--- config.mk ---
export PLATFORM = sky130hd
export DESIGN_NAME = pool2d_stream
export DESIGN_NICKNAME = d
export VERILOG_FILES = /design/src/rtl/pool_pkg.sv /design/src/rtl/pool_row_buffer.sv /design/src/rtl/pool2d_stream.sv
export SDC_FILE = /design/constraint.sdc
export NUM_CORES = 1
export LEC_CHECK = 0
export BUFFER_PORTS_ARGS = -buffer_cell sky130_fd_sc_hd__buf_2
export CORE_UTILIZATION = 35
export CTS_CLUSTER_DIAMETER = 80
export DETAILED_ROUTE_END_ITERATION = 8
export HOLD_SLACK_MARGIN = 0.03
export SYNTH_ARGS = -nofsm -noshare
export SYNTH_HDL_FRONTEND = slang
export SYNTH_SLANG_ARGS = --single-unit
--- constraint.sdc ---
create_clock -name clk -period 11.3 [get_ports clk]
set_clock_uncertainty 0.05 [all_clocks]
set_input_delay 1.13 -clock clk [delete_from_list [all_inputs] [get_ports clk]]
set_output_delay 1.13 -clock clk [all_outputs]
set_load 0.005 [all_outputs]
--- src/rtl/pool_pkg.sv ---
// pool_pkg: shared types and arithmetic helpers for the 2x2 pooling stage.
// Arithmetic is done in a wide signed accumulator and narrowed by the caller.
package pool_pkg;

    localparam int POOL_MAX_W = 64;

    typedef enum logic {
        POOL_MAX = 1'b0,
        POOL_AVG = 1'b1
    } pool_mode_e;

    typedef enum logic [1:0] {
        IDLE,
        RUN,
        DRAIN,
        DONE
    } pool_state_e;

    typedef logic signed [POOL_MAX_W-1:0] pool_acc_t;

    function automatic pool_acc_t pool_combine(
        pool_mode_e mode,
        pool_acc_t  a,
        pool_acc_t  b
    );
        if (mode == POOL_AVG)
            return a + b;
        return (a > b) ? a : b;
    endfunction

    // Divide a four-sample sum by 4, rounding half toward +inf.
    function automatic pool_acc_t pool_avg_round(pool_acc_t sum4);
        return (sum4 + pool_acc_t'(2)) >>> 2;
    endfunction

endpackage

--- src/rtl/pool_row_buffer.sv ---
// pool_row_buffer: half-width storage for horizontal partial results.
// Synchronous write, asynchronous read; storage rounds up to a power of two.
module pool_row_buffer #(
    parameter int DEPTH = 16,
    parameter int W     = 23,
    parameter int AW    = (DEPTH > 1) ? $clog2(DEPTH) : 1
) (
    input  logic          clk,
    input  logic          rst,
    input  logic          wr_en,
    input  logic [AW-1:0] wr_addr,
    input  logic [W-1:0]  wr_data,
    input  logic [AW-1:0] rd_addr,
    output logic [W-1:0]  rd_data
);

    localparam int N = 1 << AW;

    logic [W-1:0] mem [N];

    always_ff @(posedge clk) begin
        if (rst) begin
            for (int i = 0; i < N; i++)
                mem[i] <= '0;
        end else if (wr_en) begin
            mem[wr_addr] <= wr_data;
        end
    end

    assign rd_data = mem[rd_addr];

endmodule

--- src/rtl/pool2d_stream.sv ---
// pool2d_stream: 2x2 stride-2 max / rounded-average pooling of a raster frame.
// Valid/ready on both sides; odd trailing row/column are accepted and dropped.
module pool2d_stream
    import pool_pkg::*;
#(
    parameter int DATA_W = 22,
    parameter int IMG_W  = 32,
    parameter int IMG_H  = 32
) (
    input  logic              clk,
    input  logic              rst,
    input  logic              start,
    input  logic              mode,
    input  logic              in_valid,
    output logic              in_ready,
    input  logic [DATA_W-1:0] in_data,
    output logic              out_valid,
    input  logic              out_ready,
    output logic [DATA_W-1:0] out_data,
    output logic              out_last,
    output logic              busy,
    output logic              done
);

    localparam int XW     = (IMG_W > 1) ? $clog2(IMG_W) : 1;
    localparam int YW     = (IMG_H > 1) ? $clog2(IMG_H) : 1;
    localparam int HALF   = IMG_W / 2;
    localparam int AW     = (HALF > 1) ? $clog2(HALF) : 1;
    localparam int LAST_X = (IMG_W / 2) * 2 - 1;
    localparam int LAST_Y = (IMG_H / 2) * 2 - 1;

    pool_state_e state_q;
    pool_state_e state_d;
    pool_mode_e  mode_q;

    logic [XW-1:0]            x_q;
    logic [YW-1:0]            y_q;
    logic signed [DATA_W-1:0] prev_q;
    logic signed [DATA_W-1:0] in_s;
    logic signed [DATA_W:0]   h;
    logic signed [DATA_W:0]   rb_rd;
    logic signed [DATA_W-1:0] w_res;
    logic [AW-1:0]            pair_addr;

    logic run;
    logic accept;
    logic end_x;
    logic end_frame;
    logic produce;
    logic rb_wr;
    logic is_last;

    assign in_s      = in_data;
    assign accept    = in_valid && in_ready;
    assign end_x     = (x_q == XW'(IMG_W - 1));
    assign end_frame = end_x && (y_q == YW'(IMG_H - 1));
    assign produce   = accept && x_q[0] && y_q[0];
    assign rb_wr     = accept && x_q[0] && !y_q[0];
    assign is_last   = (x_q == XW'(LAST_X)) && (y_q == YW'(LAST_Y));
    assign pair_addr = AW'(x_q >> 1);

    always_ff @(posedge clk) begin
        if (rst)
            state_q <= IDLE;
        else
            state_q <= state_d;
    end

    always_comb begin
        state_d = state_q;
        unique case (state_q)
            IDLE:    if (start) state_d = RUN;
            RUN:     if (accept && end_frame) state_d = DRAIN;
            DRAIN:   if (!out_valid || out_ready) state_d = DONE;
            DONE:    state_d = IDLE;
            default: state_d = IDLE;
        endcase
    end

    always_comb begin
        run  = 1'b0;
        busy = 1'b0;
        done = 1'b0;
        unique case (state_q)
            RUN: begin
                run  = 1'b1;
                busy = 1'b1;
            end
            DRAIN:   busy = 1'b1;
            DONE:    done = 1'b1;
            default: ;
        endcase
    end

    assign in_ready = run && (!out_valid || out_ready);

    always_ff @(posedge clk) begin
        if (rst) begin
            mode_q <= POOL_MAX;
            x_q    <= '0;
            y_q    <= '0;
            prev_q <= '0;
        end else if (state_q == IDLE && start) begin
            mode_q <= pool_mode_e'(mode);
            x_q    <= '0;
            y_q    <= '0;
        end else if (accept) begin
            if (!x_q[0])
                prev_q <= in_s;
            if (end_x) begin
                x_q <= '0;
                y_q <= end_frame ? '0 : y_q + 1'b1;
            end else begin
                x_q <= x_q + 1'b1;
            end
        end
    end

    assign h = (DATA_W + 1)'(pool_combine(mode_q,
                                          pool_acc_t'(prev_q),
                                          pool_acc_t'(in_s)));

    pool_row_buffer #(
        .DEPTH (HALF),
        .W     (DATA_W + 1),
        .AW    (AW)
    ) u_rowbuf (
        .clk     (clk),
        .rst     (rst),
        .wr_en   (rb_wr),
        .wr_addr (pair_addr),
        .wr_data (h),
        .rd_addr (pair_addr),
        .rd_data (rb_rd)
    );

    // Max results always fit DATA_W; averaged sums are rounded then narrowed.
    always_comb begin
        if (mode_q == POOL_AVG)
            w_res = DATA_W'(pool_avg_round(
                        pool_combine(POOL_AVG,
                                     pool_acc_t'(rb_rd),
                                     pool_acc_t'(h))));
        else
            w_res = DATA_W'(pool_combine(POOL_MAX,
                                         pool_acc_t'(rb_rd),
                                         pool_acc_t'(h)));
    end

    always_ff @(posedge clk) begin
        if (rst) begin
            out_valid <= 1'b0;
            out_data  <= '0;
            out_last  <= 1'b0;
        end else if (produce) begin
            out_valid <= 1'b1;
            out_data  <= w_res;
            out_last  <= is_last;
        end else if (out_ready) begin
            out_valid <= 1'b0;
            out_last  <= 1'b0;
        end
    end

endmodule
==> impl_metrics.py <==
metrics = {
    "critical_path": {
        "rrSetupSlack_ns": 3.49,
        "cp.arrival_ns": 8.66,
        "r2r-start": "prev_q[21]",
        "cp_max_fo": 28,
        "rr_worst_depth": 19,
        "worst_r2r_endpoint": "out_data[6]",
        "crit_type": "in -> reg",
        "worstPathRequired_ns": 11.80,
        "startpoint_type": "primary input",
        "endpoint_kind": "register",
    },
    "pwr": {
        "switchingPower_w": 0.00155,
        "leakagePower_nw": 9.28,
        "power_density_mw_per_mm2": 178,
        "power.internal_w": 0.00307,
        "p_seq_frac": 0.396,
        "switching_share": 0.336,
        "ir_drop_mv": 0.116,
        "clockPowerShare": 0.340,
        "comb_power_share": 0.263,
    },
    "routing": {
        "first_pass_iters": 5,
        "drc_errors": 0,
        "wl_per_cell_um": 23.4,
        "vias": 16400,
        "via_per_inst": 5.65,
        "drt_iter0_drc": 1947,
        "ant_nets": 0,
        "wl_mm": 67.9,
    },
    "logic_synthesis": {
        "yosysMostFrequentCell": "nor2_1",
        "synth_cell_types": 95,
        "synth-edff-count": 368,
        "synthTopCellsByCount": "nor2_1 (420), edfxtp_1 (368), nand2_1 (144)",
        "yosysWarnings": 0,
        "netlist_instances": 2010,
        "synth_ff_type": "edfxtp_1",
        "synth.avg_cell_area_um2": 11.6,
        "yosysTopAreaCell": "edfxtp_1",
        "yosys-top-cells-area": "edfxtp_1 (47%), mux4_2 (11%), nor2_1 (6.8%), dfxtp_1 (5.4%), ha_1 (5.4%)",
        "synth_top_area_share": 0.474,
        "synth_fp_nets": 2140,
        "synthArstFlopShare": 0,
        "ys_ff_latch": 431,
        "synth_area_mm2": 0.0233,
        "yosysSeqAreaShare": 0.528,
    },
    "placement": {
        "routabilityCongestion": 0.965,
        "dp_worst_setup_slack_ns": 2.57,
        "place_hpwl_mm": 41.0,
        "io_buffers": 54,
    },
    "cells_and_area": {
        "antenna_cells": 0,
        "synthToLayoutAreaGrowth_pct": 11.2,
        "nets": 2131,
        "drive_gt1_frac": 0.171,
    },
    "sta": {
        "fmax_mhz": 123,
        "worst_slack_ns": 3.14,
        "fin_crit_sh": 0.722,
        "drv_slew": 0,
        "setup_viol": 0,
        "relSlewSlack": 0.167,
        "max_slew.worst_pin.slew_ns": 1.24,
        "period_needed_ns": 8.16,
        "rsz0062_at_grt": "false",
        "setup_tns_ns": 0,
        "timing.final.hold_violations": 0,
    },
    "global_routing": {
        "grt_pass1_vias": 16600,
        "grtUsageTotal": 0.200,
        "grt_max_degree": 73,
        "gr-total-overflow": 0,
        "grt_pass1_wl_mm": 102,
        "antenna_found_initial": 1,
    },
    "min_path": {
        "hold-path-cell-count": 2,
        "hold_end": "out_data[4]",
        "hp-class": "reg -> reg",
        "min_from": "out_data[4]",
    },
    "run_status": {
        "run_status": "finished clean",
    },
    "cts": {
        "cts_max_level": 2,
        "clock_latency_ns": 0.61,
        "cts_buffer_depth": 3,
        "post-cts-setup-buffers": 0,
        "clock-root-buffer": "clkbuf_16",
        "cts_tree": "done",
        "cts_hold_buf": 0,
        "cts_made_buffers": 48,
        "clock-sinks": 431,
        "clk_pin_slew_ns": 0.06,
        "post_cts_resized": 0,
    },
    "floorplanning": {
        "start_util": 0.354,
        "fp.coreArea_mm2": 0.0659,
        "ios": 55,
        "chipWidth_um": 260,
        "chipHeight_um": 260,
        "dieArea_mm2": 0.0677,
        "rows": 94,
    },
    "job": {
        "maxCapViolCount": 0,
    },
}
==> through the flow <==
stage,cell area (um^2),total power [W],std cells,utilization,hold WS [ns]
6_report,25900,0.00462,2904,0.394,0.437
2_1_floorplan,23300,0.00275,2010,-,0.399
3_3_place_gp,24400,0.00303,2815,0.370,0.413
3_5_place_dp,24400,0.00306,2815,0.370,0.430
5_1_grt,25900,0.00481,2904,0.394,0.470
4_1_cts,25900,0.00462,2904,0.394,0.439
==> flip-flops by register name (all words and copies together), names as in the netlist, 2 cells and up, named ones only <==
name and count:
u_rowbuf.mem 368, out_data 22, prev_q 22, x_q 5
y_q 5, state_q 2
==> power groups by stage <==
| stage | clock network (W) | logic, W | registers [W] |
|---|---|---|---|
| 2_1_floorplan | 0 | 0.000907 | 0.00185 |
| 3_3_place_gp | 0 | 0.00118 | 0.00186 |
| 3_5_place_dp | 0 | 0.00119 | 0.00186 |
| 4_1_cts | 0.00159 | 0.00120 | 0.00183 |
| 5_1_grt | 0.00165 | 0.00133 | 0.00184 |
| 6_report | 0.00157 | 0.00122 | 0.00183 |
==> cells in the final DEF, fill, tap and decap left out, types with 9 or more instances in the layout <==
cell         n
mux4_2     115
edfxtp_1   368
mux2i_1     21
o21ai_0     37
o31ai_1     14
a221oi_1    12
xor2_1      10
buf_2       54
a211oi_1    27
xnor2_1     34
a21oi_1     93
a311oi_1     9
inv_1       87
clkbuf_16   48
nand2b_1    15
nor4_1      12
nor2b_1     18
nand2_2     18
clkinv_2     9
o211ai_1     9
a31oi_1     11
buf_4       29
dfxtp_1     59
ha_1       100
nand4_1     10
nand2_1    126
mux2_2      11
nor3_1      36
nor2_1     420
nand3_1     24
==> worst max-delay path, cell delays in order <==
cell       delay [ns]
buf_2            0.13
inv_1            0.07
ha_1             0.46
nand4_1          0.20
nor3_1           0.65
a2111oi_4        0.23
and2_1           0.32
o21ai_4          0.73
mux2i_1          0.41
nor2_1           0.09
a21oi_2          0.73
ha_1             0.48
nand4_1          0.35
a211o_1          0.36
a31oi_1          0.32
nor3_1           0.12
o21ai_0          0.24
mux2_2           0.61
and2_1           0.36
a221oi_1         0.45
a22o_1           0.19
==> worst max path at each step <==
stage	from	end	slack [ns]
global route	in_data[21]	out_data[21]	2.77
floorplan	in_data[9]	out_data[21]	4.46
CTS	in_data[21]	out_data[6]	3.15
detailed placement	in_data[21]	out_data[6]	2.57
finish	in_data[21]	out_data[6]	3.14
global placement	in_data[21]	out_data[6]	2.72
==> cells by family (layout without fill, tap and decap cells) <==
kind of cell	Yosys count	count (layout)	share of synthesized area
xor gates and xnor gates	45	45	0.0172
adders and majority gates	102	102	0.0554
DFF	431	431	0.528
AOI/OAI and AO/OA	306	306	0.0916
and+or+nand+nor	747	747	0.142
buffers and inverters	231	261	0.0399
muxes	148	148	0.126
==> metal layers <==
layer | global-route usage | up-vias | wire, um
met4 | 0.0700 | 0 | 2080
met1 | 0.257 | 8241 | 27400
li1 | - | 7346 | -
met3 | 0.0340 | 143 | 5360
met2 | 0.340 | 692 | 33100
met5 | 0 | - | 0
==> area by class of cell <==
class | instances | area [um^2]
Clock buffer | 55 | 1230
Clock inverter | 34 | 355
Fill cell | 6259 | 39900
Inverter | 89 | 334
Multi-Input combinational cell | 1348 | 10100
Sequential cell | 431 | 12300
Tap cell | 864 | 1080
Timing Repair Buffer | 83 | 488
(Power assumes the default switching activity.)
